--- config.mk ---
export PLATFORM = sky130hd
export DESIGN_NAME = calc_sequencer
export DESIGN_NICKNAME = d
export VERILOG_FILES = /design/src/rtl/calc_pkg.sv /design/src/rtl/entry_buffer.sv /design/src/rtl/calc_sequencer.sv
export SDC_FILE = /design/constraint.sdc
export NUM_CORES = 1
export LEC_CHECK = 0
export ABC_CLOCK_PERIOD_IN_PS = 16600
export CAP_MARGIN = 20
export CORE_MARGIN = 10
export CORE_UTILIZATION = 50
export CTS_CLUSTER_SIZE = 20
export DETAILED_ROUTE_END_ITERATION = 8
export HOLD_SLACK_MARGIN = 0.1
export PLACE_DENSITY = 0.84
export SLEW_MARGIN = 20
export SYNTH_ARGS = -nofsm -noshare
export SYNTH_HDL_FRONTEND = slang
export SYNTH_SLANG_ARGS = --single-unit
export TNS_END_PERCENT = 20
--- constraint.sdc ---
create_clock -name sw_clk -period 16.6 [get_ports sw_clk]
set_input_delay 3.32 -clock sw_clk [delete_from_list [all_inputs] [get_ports sw_clk]]
set_output_delay 3.32 -clock sw_clk [all_outputs]
set_load 0.005 [all_outputs]
--- src/rtl/calc_pkg.sv ---
// calc_pkg: shared definitions for the keypad calculator sequencer.
//   - eBCD key codes (digits are 0..9, commands A..F)
//   - operator encodings driven to the calculate datapath
//   - sequencer state encoding
//   - ERR_CODE shown on the display while in ERROR
//   - calc_req_t: the operand/operator bundle handed to calculate
package calc_pkg;

  localparam logic [3:0] KEY_ADD  = 4'hA;
  localparam logic [3:0] KEY_SUB  = 4'hB;
  localparam logic [3:0] KEY_MUL  = 4'hC;
  localparam logic [3:0] KEY_DIV  = 4'hD;
  localparam logic [3:0] KEY_EQ   = 4'hE;
  localparam logic [3:0] KEY_SIGN = 4'hF;

  localparam logic [2:0] OP_ADD  = 3'd0;
  localparam logic [2:0] OP_SUB  = 3'd1;
  localparam logic [2:0] OP_MUL  = 3'd2;
  localparam logic [2:0] OP_DIV  = 3'd3;
  localparam logic [2:0] OP_NONE = 3'd4;

  localparam logic signed [31:0] ERR_CODE = 32'sh8000_0000;

  typedef enum logic [2:0] {
    ST_ENTER_A,
    ST_ENTER_B,
    ST_CALC,
    ST_SHOW,
    ST_ERROR
  } state_e;

  typedef struct packed {
    logic signed [31:0] op1;
    logic signed [31:0] op2;
    logic [2:0]         opr;
  } calc_req_t;

  function automatic logic is_digit(input logic [3:0] k);
    return k <= 4'd9;
  endfunction

  function automatic logic is_op(input logic [3:0] k);
    return (k >= KEY_ADD) && (k <= KEY_DIV);
  endfunction

  // Operator keys A..D map to encodings 0..3.
  function automatic logic [2:0] key_to_op(input logic [3:0] k);
    logic [2:0] r;
    case (k)
      KEY_ADD: r = OP_ADD;
      KEY_SUB: r = OP_SUB;
      KEY_MUL: r = OP_MUL;
      KEY_DIV: r = OP_DIV;
      default: r = OP_NONE;
    endcase
    return r;
  endfunction

endpackage

--- src/rtl/entry_buffer.sv ---
// entry_buffer: operand entry register for the calculator.
// Holds a sign bit and a 31-bit magnitude, accumulates decimal digits up to
// MAX_DIGITS (further digits are dropped) and presents a signed value.
// Ports:
//   clk, rst      clock, synchronous active-high reset
//   clr_i         clear sign/magnitude/count (may combine with digit_en_i,
//                 in which case the digit becomes the first of a new entry)
//   digit_en_i    append digit_i
//   digit_i       decimal digit 0..9
//   sign_tgl_i    toggle the sign
//   value_o       signed value of the buffer (-0 reads as 0)
module entry_buffer
  import calc_pkg::*;
#(
  parameter int MAX_DIGITS = 4
) (
  input  logic               clk,
  input  logic               rst,
  input  logic               clr_i,
  input  logic               digit_en_i,
  input  logic [3:0]         digit_i,
  input  logic               sign_tgl_i,
  output logic signed [31:0] value_o
);

  localparam int CNT_W = $clog2(MAX_DIGITS + 1);
  localparam logic [CNT_W-1:0] MAX_CNT = CNT_W'(MAX_DIGITS);

  logic [30:0]      mag_q, mag_d, mag_base;
  logic             sign_q, sign_d;
  logic [CNT_W-1:0] cnt_q, cnt_d, cnt_base;

  always_comb begin
    // Clear is applied first so a clear+digit starts a fresh one-digit entry.
    mag_base = clr_i ? '0 : mag_q;
    cnt_base = clr_i ? '0 : cnt_q;
    mag_d    = mag_base;
    cnt_d    = cnt_base;
    sign_d   = clr_i ? 1'b0 : sign_q;
    if (digit_en_i && (cnt_base < MAX_CNT)) begin
      mag_d = (mag_base * 31'd10) + 31'(digit_i);
      cnt_d = cnt_base + 1'b1;
    end
    if (sign_tgl_i) sign_d = ~sign_d;
  end

  always_ff @(posedge clk) begin
    if (rst) begin
      mag_q  <= '0;
      sign_q <= 1'b0;
      cnt_q  <= '0;
    end else begin
      mag_q  <= mag_d;
      sign_q <= sign_d;
      cnt_q  <= cnt_d;
    end
  end

  assign value_o = sign_q ? -$signed({1'b0, mag_q}) : $signed({1'b0, mag_q});

endmodule

--- src/rtl/calc_sequencer.sv ---
// calc_sequencer: central controller of the keypad calculator.
// Collects eBCD keys into two signed operands and an operator, fires a
// one-cycle calc_start into the calculate datapath, waits for done/error or a
// timeout, and drives the display value.
// Optional build macro: CALC_CHAIN_EN -- an operator key while showing a
// result reuses that result as operand1 and continues with operand2 entry.
// Without it, operator keys in SHOW are ignored.
// Ports:
//   sw_clk, rst          clock, synchronous active-high reset
//   key_valid, eBCD      key strobe and key code
//   ans, calc_done,      result handshake from calculate
//   calc_error
//   operand1, operand2,  request to calculate (stable throughout CALC)
//   operator, calc_start
//   fnd_serial           signed display value
//   err                  high while in ERROR
module calc_sequencer
  import calc_pkg::*;
#(
  parameter int MAX_DIGITS   = 4,
  parameter int CALC_TIMEOUT = 64
) (
  input  logic               sw_clk,
  input  logic               rst,
  input  logic               key_valid,
  input  logic [3:0]         eBCD,
  input  logic signed [31:0] ans,
  input  logic               calc_done,
  input  logic               calc_error,
  output logic signed [31:0] operand1,
  output logic signed [31:0] operand2,
  output logic [2:0]         operator,
  output logic               calc_start,
  output logic signed [31:0] fnd_serial,
  output logic               err
);

  localparam int TMO_W = $clog2(CALC_TIMEOUT + 1);
  localparam logic [TMO_W-1:0] TMO_LAST = TMO_W'(CALC_TIMEOUT - 1);

  state_e             state_q, state_d;
  calc_req_t          req_q, req_d;
  logic               start_q, start_d;
  logic signed [31:0] res_q, res_d;
  logic [TMO_W-1:0]   tmo_q, tmo_d;

  logic               buf_clr, buf_dig, buf_sgn;
  logic signed [31:0] buf_val;

  logic key_dig, key_op, key_eq, key_sgn;
  assign key_dig = key_valid && is_digit(eBCD);
  assign key_op  = key_valid && is_op(eBCD);
  assign key_eq  = key_valid && (eBCD == KEY_EQ);
  assign key_sgn = key_valid && (eBCD == KEY_SIGN);

  entry_buffer #(.MAX_DIGITS(MAX_DIGITS)) u_buf (
    .clk        (sw_clk),
    .rst        (rst),
    .clr_i      (buf_clr),
    .digit_en_i (buf_dig),
    .digit_i    (eBCD),
    .sign_tgl_i (buf_sgn),
    .value_o    (buf_val)
  );

  always_comb begin
    state_d = state_q;
    req_d   = req_q;
    start_d = 1'b0;
    res_d   = res_q;
    tmo_d   = tmo_q;
    buf_clr = 1'b0;
    buf_dig = 1'b0;
    buf_sgn = 1'b0;

    case (state_q)
      ST_ENTER_A: begin
        buf_dig = key_dig;
        buf_sgn = key_sgn;
        if (key_op) begin
          req_d.op1 = buf_val;
          req_d.opr = key_to_op(eBCD);
          buf_clr   = 1'b1;
          state_d   = ST_ENTER_B;
        end
      end

      ST_ENTER_B: begin
        buf_dig = key_dig;
        buf_sgn = key_sgn;
        if (key_op) req_d.opr = key_to_op(eBCD);
        if (key_eq) begin
          req_d.op2 = buf_val;
          start_d   = 1'b1;
          tmo_d     = '0;
          state_d   = ST_CALC;
        end
      end

      // Keys are not looked at here; a key coinciding with done is dropped.
      ST_CALC: begin
        if (calc_done) begin
          if (calc_error) begin
            state_d = ST_ERROR;
          end else begin
            res_d   = ans;
            state_d = ST_SHOW;
          end
        end else if (tmo_q == TMO_LAST) begin
          state_d = ST_ERROR;
        end else begin
          tmo_d = tmo_q + 1'b1;
        end
      end

      ST_SHOW: begin
        if (key_dig) begin
          buf_clr = 1'b1;
          buf_dig = 1'b1;
          state_d = ST_ENTER_A;
        end else if (key_sgn) begin
          buf_clr   = 1'b1;
          req_d.op1 = '0;
          req_d.op2 = '0;
          req_d.opr = OP_NONE;
          res_d     = '0;
          state_d   = ST_ENTER_A;
        end else if (key_op) begin
`ifdef CALC_CHAIN_EN
          req_d.op1 = res_q;
          req_d.opr = key_to_op(eBCD);
          buf_clr   = 1'b1;
          state_d   = ST_ENTER_B;
`endif
        end
      end

      ST_ERROR: begin
        if (key_dig || key_sgn) begin
          buf_clr   = 1'b1;
          buf_dig   = key_dig;
          req_d.op1 = '0;
          req_d.op2 = '0;
          req_d.opr = OP_NONE;
          res_d     = '0;
          state_d   = ST_ENTER_A;
        end
      end

      default: state_d = ST_ENTER_A;
    endcase
  end

  always_ff @(posedge sw_clk) begin
    if (rst) begin
      state_q   <= ST_ENTER_A;
      req_q.op1 <= '0;
      req_q.op2 <= '0;
      req_q.opr <= OP_NONE;
      start_q   <= 1'b0;
      res_q     <= '0;
      tmo_q     <= '0;
    end else begin
      state_q <= state_d;
      req_q   <= req_d;
      start_q <= start_d;
      res_q   <= res_d;
      tmo_q   <= tmo_d;
    end
  end

  always_comb begin
    case (state_q)
      ST_SHOW:  fnd_serial = res_q;
      ST_ERROR: fnd_serial = ERR_CODE;
      default:  fnd_serial = buf_val;
    endcase
  end

  assign operand1   = req_q.op1;
  assign operand2   = req_q.op2;
  assign operator   = req_q.opr;
  assign calc_start = start_q;
  assign err        = (state_q == ST_ERROR);

endmodule

; After elaboration in Yosys (flattened, before gate mapping)
; Index checks and enable logic that the tools add are counted.
[word_totals]
ff_bits = 145
input_bits = 41
out_inout_bits = 101
wordCells = 112
[op_classes]
n_addsub = 4
multipliers = 1
magnitude_cmp = 4
eq_ne = 23
muxes = 47
bitwise_logic = 2
reduce_logical = 21
[ops]
columns = cell, count
row1 = case mux 32 bit (3 select lines), 3
row2 = 2-to-1 mux 32 bit, 8
row3 = 2-to-1 mux 67 bit, 3
row4 = case mux 32 bit (2 select lines), 1
row5 = 2-to-1 mux 31 bit, 2
row6 = 2-to-1 mux 3 bit, 11
row7 = negator 31 -> 32 bit, 1
row8 = adder 31 x 4 -> 31 bit, 1
row9 = multiplier 31 x 3 -> 30 bit (second input constant), 1
row10 = == test 4 bit (second input constant), 6
row11 = 2-to-1 mux 7 bit, 3
row12 = AND reduction 5 bit, 4
row13 = inequality test 2 bit (second input constant), 8
row14 = case mux 3 bit (5 select lines), 1
row15 = case mux 7 bit (2 select lines), 1
row16 = case mux 3 bit (4 select lines), 1
row17 = nonzero test 3 bit, 4
row18 = 2-to-1 mux 1 bit, 10
row19 = case mux 3 bit (3 select lines), 1
row20 = <= comparator 4 bit (second input constant), 2
row21 = adder 7 x 1 -> 7 bit (second input constant), 1
row22 = == test 7 x 6 -> 1 bit (second input constant), 1
row23 = == test 3 x 2 -> 1 bit (second input constant), 2
row24 = logical AND 1 bit, 6
row25 = 15 further kinds, 20

; Logic depth before layout (Yosys ltp)
; Gate-level depths: netlist (run 1).
[logic_depth]
word_depth = 9
depth_mapped = 21
depth_no_buf = 17

; By module
; Synthesis (run 1) repeated with hierarchy kept, for this count alone.
[hier_totals]
cells_unflattened = 1131
hier_area_um2 = 9452.8
[modules_own_cells]
columns = mod, n_inst, cells_per_inst, area_each_um2, seq_area_each_um2
row1 = calc_sequencer, 1, 528, 4928.5, 2202.1
row2 = entry_buffer, 1, 603, 4524.3, 700.7

; Worst setup path after synthesis (run 1)
; OpenSTA, ideal clock, no wires.
[synth_path]
path_kind = in2reg
startpoint = input port eBCD[2]
endpoint = register u_buf.mag_q[30]
setup_ns = 0.117
arrival_time_ns = 7.948
required_time_ns = 16.483
slack_ns = 8.535
stages = 19
path_buffers = 4
path_cell_list = buf_4 -> o21ai_1 -> o211ai_1 -> and3_1 -> clkbuf_1 -> clkbuf_1 -> clkbuf_1 -> and3_1 -> ha_1 -> fa_1 -> a211oi_2 -> o211ai_1 -> a311o_1 -> nor4b_4 -> nand4_2 -> nor4_4 -> nand2_2 -> or4_1 -> a32o_1
[synth_between]
elab_chain_len = 9
elab_cells_between_ends = 24
cone_classes = add/sub: 1 / mul: 1 / order compare: 4 / eq/ne: 1 / mux: 11 / reduce/logical: 6
[synth_lines]
columns = item, line_no
row1 = from (decl), calc_sequencer.sv:26  ; input logic [3:0] eBCD,
row2 = <= comparator 4 bit (tied with other cells), calc_pkg.sv:39  ; return k <= 4'd9;
row3 = "logical AND 1 bit, on equally long branches", "calc_sequencer.sv:51, calc_sequencer.sv:54, calc_pkg.sv:43"
row4 = logical OR 1 bit (tied with other cells), calc_sequencer.sv:139  ; if (key_dig || key_sgn) begin
row5 = "2-to-1 mux 1 bit, on equally long branches", "calc_sequencer.sv:139, calc_sequencer.sv:80, calc_sequencer.sv:117"
row6 = case mux 1 bit (3 select lines), calc_sequencer.sv:76  ; case (state_q)
row7 = 2-to-1 mux 31 bit or 2-to-1 mux 3 bit (tied branches), "entry_buffer.sv:35, entry_buffer.sv:36"
row8 = multiplier 31 x 3 -> 30 bit or less-than comparator 3 bit (tied branches), "entry_buffer.sv:41, entry_buffer.sv:40"
row9 = adder 31 x 4 -> 31 bit or logical AND 1 bit (tied branches), "entry_buffer.sv:41, entry_buffer.sv:40"
row10 = 2-to-1 mux 31 bit *, entry_buffer.sv:40  ; if (digit_en_i && (cnt_base < MAX_CNT)) begin
row11 = to (signal assigned), entry_buffer.sv:53  ; mag_q <= mag_d;
row12 = to (decl), entry_buffer.sv:29  ; logic [30:0] mag_q, mag_d, mag_base;
; Every way passes the cells marked *; elsewhere a longest branch is shown, timed or not.
; A chain may end at the register's enable or synchronous reset.

; Final worst setup path (run 1)
; Ends and elaborated chain as after synthesis.

==> impl_results.md, run 1 <==
- Outcome: complete, no violations
- Setup Fix Bufs, Post-CTS: 0
- Starting Density: 51.4%
- R2r startpoint: state_q[1]$_SDFFE_PP0P_
- Final antenna-violating net count: 0
- Slew Viols, Final: 0
- Crit-path max FO: 38
- Layout cell share with drive strength beyond 1: 5.31%
- Leading cell types in the layout, fill and taps excluded: nand2_1 (223), dfxtp_1 (145), clkdlybuf4s50_1 (140), a21oi_1 (139), nor2_1 (96)
- Post-synthesis instance total: 1235
- Worst Setup SP: eBCD[2]
- Post-Route WL: 27.9 mm
- DR iter-0 viols: 870
- Post-synth EDFFs: 0
- Hold Fails Final Rpt: 0
- Die Ht: 157 um
- Post-route minimum period: 8.77 ns
- Grt total ovfl: 0
- Power Dens Cells: 81.5 nW/um^2
- CP endpoint kind: flip-flop
- Gates resized, CTS repair: 0
- GRT Overall Usage: 21.8%
- Final #Nets: 1421
- Core Area: 18200 sq um
- Data required, critical path: 16.92 ns
- DIE WIDTH: 157 um
- Yosys warns: 0
- Commonest non-fill, non-tap cell in the layout: nand2_1
- Via Count: 9372
- Fillcell total: 1538
- RSZ-0062 raised after global routing: no
- Drt wl/cell: 17.8 um
- Worst VDD drop: 0.0652 mV
- RR Endpoint: u_buf.mag_q[30]$_SDFFE_PP0P_
- Register area share after synthesis: 31.0%
- Area Growth Syn to Fin: 21.9%
- Final core utilization: 62.7%
- Number of remaining DRC errors: 0
- Antenna diodes: 0
- Fmax: 0.114 GHz
- Synth Cell Area: 9360 sq um
- CTS sink cnt: 145
- Setup TNS: 0 ns
- Largest net degree at the start of global routing: 85
- Max Root-Sink Buffers: 2
- Rel. slew slack: 35.2%
- Vias in the first global route: 8701
- R2R setup slack: 10.51 ns
- Ys async rst share: 0%
- Period utilisation layout: 52.8%
- Row cnt: 49
- Clock latency at the later pin of the worst-skew pair: 0.43 ns
- Syn nets: 1332
- Hold-fix buffers, CTS: 0
- Critical path arrival: 9.09 ns
- Worst slew pin tran: 0.971 ns
- R2R depth: 16
- CTS H-tree depth: 4
- Vias/cell: 5.98
- CTS tree: built
- Final setup fails: 0
- Pleak: 4.53 nW
- DP HPWL: 20.6 mm
- Worst min path class: flip-flop to flip-flop
- First-pass GRT wire length: 44.5 mm
- #FFs+latches synth: 145
- Type of origin of the critical path: input pin
- DR pass1 iterations: 5
- Initial antenna violation count: 0
- Clock skew: 0.00874 ns
- Cell variety after synth: 76
- Die area: 24600 sq um
- Dominant synthesized flop cell: dfxtp_1
- Post-Syn Area per Cell: 7.58 sq um
- Port buffer count: 141
- CTS Buf Count: 17
- WS Path Type: input pin to flip-flop
- Ports: 142
- Clk pin slew, worst setup/hold paths: 0.06 ns
- Maxcap violations: 0
- Worst hold path depth: 2
- Critical Path End: u_buf.mag_q[30]$_SDFFE_PP0P_
- CTS Root Cell: clkbuf_16
- Placer Congestion: 0.939
## cell usage after synthesis (all sizes together) (9+ instances only)
cell type,instances,area share (%)
nor3,16,0.86
xor2,47,4.4
ha,55,7.3
nand4,16,1.1
nand2b,9,0.60
clkbuf,65,2.6
xnor2,34,3.2
a21oi,140,7.5
o21ai,42,2.3
nand3,61,3.3
dfxtp,145,31
nor2,97,3.9
a211oi,23,2.0
nand2,225,9.0
and2,38,2.5
o31ai,13,1.0
or3,14,0.94
buf,15,0.92
a21o,38,3.0
and3,20,1.4
o211ai,11,0.94
inv,10,0.40
nor4,9,0.99
## area by class of cell
cell class / count / area, sq um / share of cell area, %
clock inverters: 12 / 121 / 1.06
repair buffers: 150 / 1480 / 12.9
well taps: 229 / 287 / 2.51
clock buffers: 20 / 467 / 4.09
inverters: 10 / 37.5 / 0.329
multi-input cells: 1000 / 6120 / 53.6
flip-flops and latches: 145 / 2900 / 25.4
## cell families (layout without fill, tap and decap cells)
group,Yosys count,after routing,share of synthesized area [%]
AND/OR/NAND/NOR,538,538,27.6
AO/OA/AOI/OAI,315,315,21.3
flip-flops,145,145,31.0
buffers and inverters,90,192,3.93
XOR/XNOR,81,81,7.58
adder cells (fa/ha/maj),56,56,7.56
multiplexers,10,10,1.11
## registers in the layout, indices dropped and copies added, names as in the netlist
signal,cells
operand1,32
u_buf.cnt_q,3
calc_start,1
state_q,3
tmo_q,7
u_buf.mag_q,31
operand2,32
operator,3
u_buf.sign_q,1
res_q,32
## worst min path at each step
stage / slack (ns) / start / to
CTS: 0.45 / operand2[30]$_SDFFE_PP0P_ / operand2[30]$_SDFFE_PP0P_
detailed placement: 0.44 / operand2[30]$_SDFFE_PP0P_ / operand2[30]$_SDFFE_PP0P_
global placement: 0.44 / operand2[31]$_SDFFE_PP0P_ / operand2[31]$_SDFFE_PP0P_
finish: 0.45 / res_q[14]$_SDFFE_PP0P_ / res_q[14]$_SDFFE_PP0P_
global route: 0.47 / operand2[30]$_SDFFE_PP0P_ / operand2[30]$_SDFFE_PP0P_
floorplan: 0.43 / res_q[0]$_SDFFE_PP0P_ / res_q[0]$_SDFFE_PP0P_
## metal layers
metal | GRT usage [%] | routed length (um) | up-vias | share of wire (%)
met5 | 0 | 0 | - | 0
met4 | 7.78 | 634 | 0 | 2.3
met3 | 4.80 | 2710 | 48 | 9.7
met2 | 34.7 | 12500 | 412 | 45
met1 | 28.4 | 12100 | 4372 | 43
li1 | - | - | 4540 | -
## power by group
group	switching [mW]	leakage, nW	internal (mW)
Sequential	0.0103	1.17	0.356
Combinational	0.105	3.08	0.0765
Clock	0.161	0.282	0.221
Total	0.276	4.53	0.654
## critical path: stages
cell	delay (ns)
clkdlybuf4s50_1	0.68
o21ai_1	0.23
o211ai_1	0.31
and3_2	0.65
and2_1	0.29
ha_1	0.25
ha_1	0.44
o211ai_1	0.23
o21ai_1	0.52
a2111oi_0	0.20
mux2_1	0.31
or3_1	0.46
nor4_4	0.35
nand2_2	0.13
or4_1	0.43
a32o_1	0.27
## metrics by stage
stage	std cells	worst slack [ns]	power, mW	hold slack [ns]	cell area, sq um
floorplan	1235	8.53	0.493	0.432	9360
CTS	1566	7.60	0.928	0.452	11400
detailed placement	1534	7.20	0.551	0.444	10800
global placement	1534	7.44	0.549	0.437	10800
global route	1566	7.46	0.964	0.465	11400
finish	1566	7.83	0.930	0.452	11400
(Power assumes the default switching activity.)
==> run 2, diff against run 1 <==
- ABC_CLOCK_PERIOD_IN_PS: 16600 -> 7600
- PLACE_DENSITY: 0.84 -> 0.87
- clock period: 16.6 -> 7.6 ns (I/O delays scaled with it)
==> impl_results.md, run 2 (synthesis results as in run 1) <==
- Placer Congestion: 0.927
- Worst slew pin tran: 0.980 ns
- CP endpoint kind: flip-flop
- Worst VDD drop: 0.121 mV
- Outcome: complete, no violations
- First-pass GRT wire length: 44.8 mm
- Via Count: 9411
- Grt total ovfl: 0
- Setup TNS: 0 ns
- Port buffer count: 141
- Clock skew: 0.00934 ns
- CTS Root Cell: clkbuf_16
- Power Dens Cells: 174 nW/um^2
- Layout cell share with drive strength beyond 1: 5.37%
- WS Path Type: input pin to flip-flop
- Max Root-Sink Buffers: 2
- Clk pin slew, worst setup/hold paths: 0.06 ns
- Type of origin of the critical path: input pin
- Gates resized, CTS repair: 0
- Core Area: 18200 sq um
- Crit-path max FO: 28
- Data required, critical path: 7.91 ns
- DR iter-0 viols: 930
- Initial antenna violation count: 0
- CTS Buf Count: 17
- Rel. slew slack: 34.7%
- Critical path's slowest cell: and3_1
- Slew Viols, Final: 0
- Leading cell types in the layout, fill and taps excluded: nand2_1 (223), dfxtp_1 (145), clkdlybuf4s50_1 (140), a21oi_1 (139), nor2_1 (96)
- Final core utilization: 62.6%
- Post-route minimum period: 7.03 ns
- GRT Overall Usage: 21.9%
- CTS H-tree depth: 4
- Die area: 24600 sq um
- Critical path arrival: 7.34 ns
- Vias/cell: 5.99
- Worst min path class: flip-flop to flip-flop
- Period utilisation layout: 92.5%
- DR pass1 iterations: 5
- Area Growth Syn to Fin: 21.8%
- Hold-fix buffers, CTS: 0
- Commonest non-fill, non-tap cell in the layout: nand2_1
- Clock latency at the later pin of the worst-skew pair: 0.43 ns
- Final antenna-violating net count: 0
- Crit-path cells: clkdlybuf4s50_1, o21ai_1, o211ai_1, and3_1, and2_1, ha_1, ha_1, a21oi_1, o21ai_1, a22oi_1, o21ai_1, and3_1, nor4_1, nand3_1, or4_1, a32o_1
- RSZ-0062 raised after global routing: no
- Post-Route WL: 28.3 mm
- Fmax: 0.142 GHz
- DP HPWL: 20.9 mm
- Drt wl/cell: 18.1 um
- CTS sink cnt: 145
- Setup Fix Bufs, Post-CTS: 0
- Crit-path most repeated cell: o21ai_1
- Final #Nets: 1425
- Maxcap violations: 0
- Die Ht: 157 um
- Fillcell total: 1499
- CTS tree: built
- Hold Fails Final Rpt: 0
- Ports: 142
- Final setup fails: 0
- DIE WIDTH: 157 um
- Crit path largest cell delay: 0.71 ns
- Vias in the first global route: 8633
- Antenna diodes: 0
- Pleak: 4.53 nW
- Starting Density: 51.4%
- Largest net degree at the start of global routing: 97
- Number of remaining DRC errors: 0
- Row cnt: 49
## run 2: layer usage
layer	track usage, %	share of wire, %	vias up
met2	36.1	46	441
met1	28.6	43	4377
met4	5.75	1.5	0
met5	0	0	-
li1	-	-	4557
met3	4.28	9.3	36
## run 2: power breakdown
group / switching, mW / leakage (nW) / internal, mW
combinational: 0.233 / 3.09 / 0.169
sequential: 0.0231 / 1.17 / 0.777
clock: 0.354 / 0.263 / 0.428
## run 2: worst paths after layout
path                                  from                           end  slack [ns]  cells after the start
hold reg to reg   operand2[3]$_SDFFE_PP0P_      operand2[3]$_SDFFE_PP0P_        0.45                      2
setup / recovery                   eBCD[2]  u_buf.mag_q[30]$_SDFFE_PP0P_        0.57                     16
hold / removal    operand2[3]$_SDFFE_PP0P_      operand2[3]$_SDFFE_PP0P_        0.45                      2
setup reg to reg   state_q[1]$_SDFFE_PP0P_  u_buf.mag_q[30]$_SDFFE_PP0P_        1.64                     17
## run 2: critical path, delay by kind of cell
family / cells / cell delay (ns)
AND/OR/NAND/NOR: 6 / 2.37
AO/OA/AOI/OAI: 7 / 2.11
buffers and inverters: 1 / 0.69
adder cells (fa/ha/maj): 2 / 0.64
## run 2: stage by stage
step	total power [mW]	instances	hold WS, ns	setup WS (ns)	instance area [sq um]
global route	2.06	1570	0.461	0.0244	11400
global placement	1.20	1538	0.437	0.427	10900
floorplan	1.08	1235	0.432	1.33	9360
detailed placement	1.21	1538	0.444	0.294	10900
CTS	1.98	1570	0.452	0.701	11400
finish	1.98	1570	0.449	0.569	11400
## run 2: final cells by class
cell class | instances | area (sq um) | share of cell area (%)
Tap cell | 229 | 287 | 2.51
Clock inverter | 14 | 120 | 1.05
Clock buffer | 18 | 429 | 3.76
Multi-Input combinational cell | 1000 | 6120 | 53.7
Timing Repair Buffer | 154 | 1510 | 13.2
Inverter | 10 | 37.5 | 0.329
Sequential cell | 145 | 2900 | 25.5
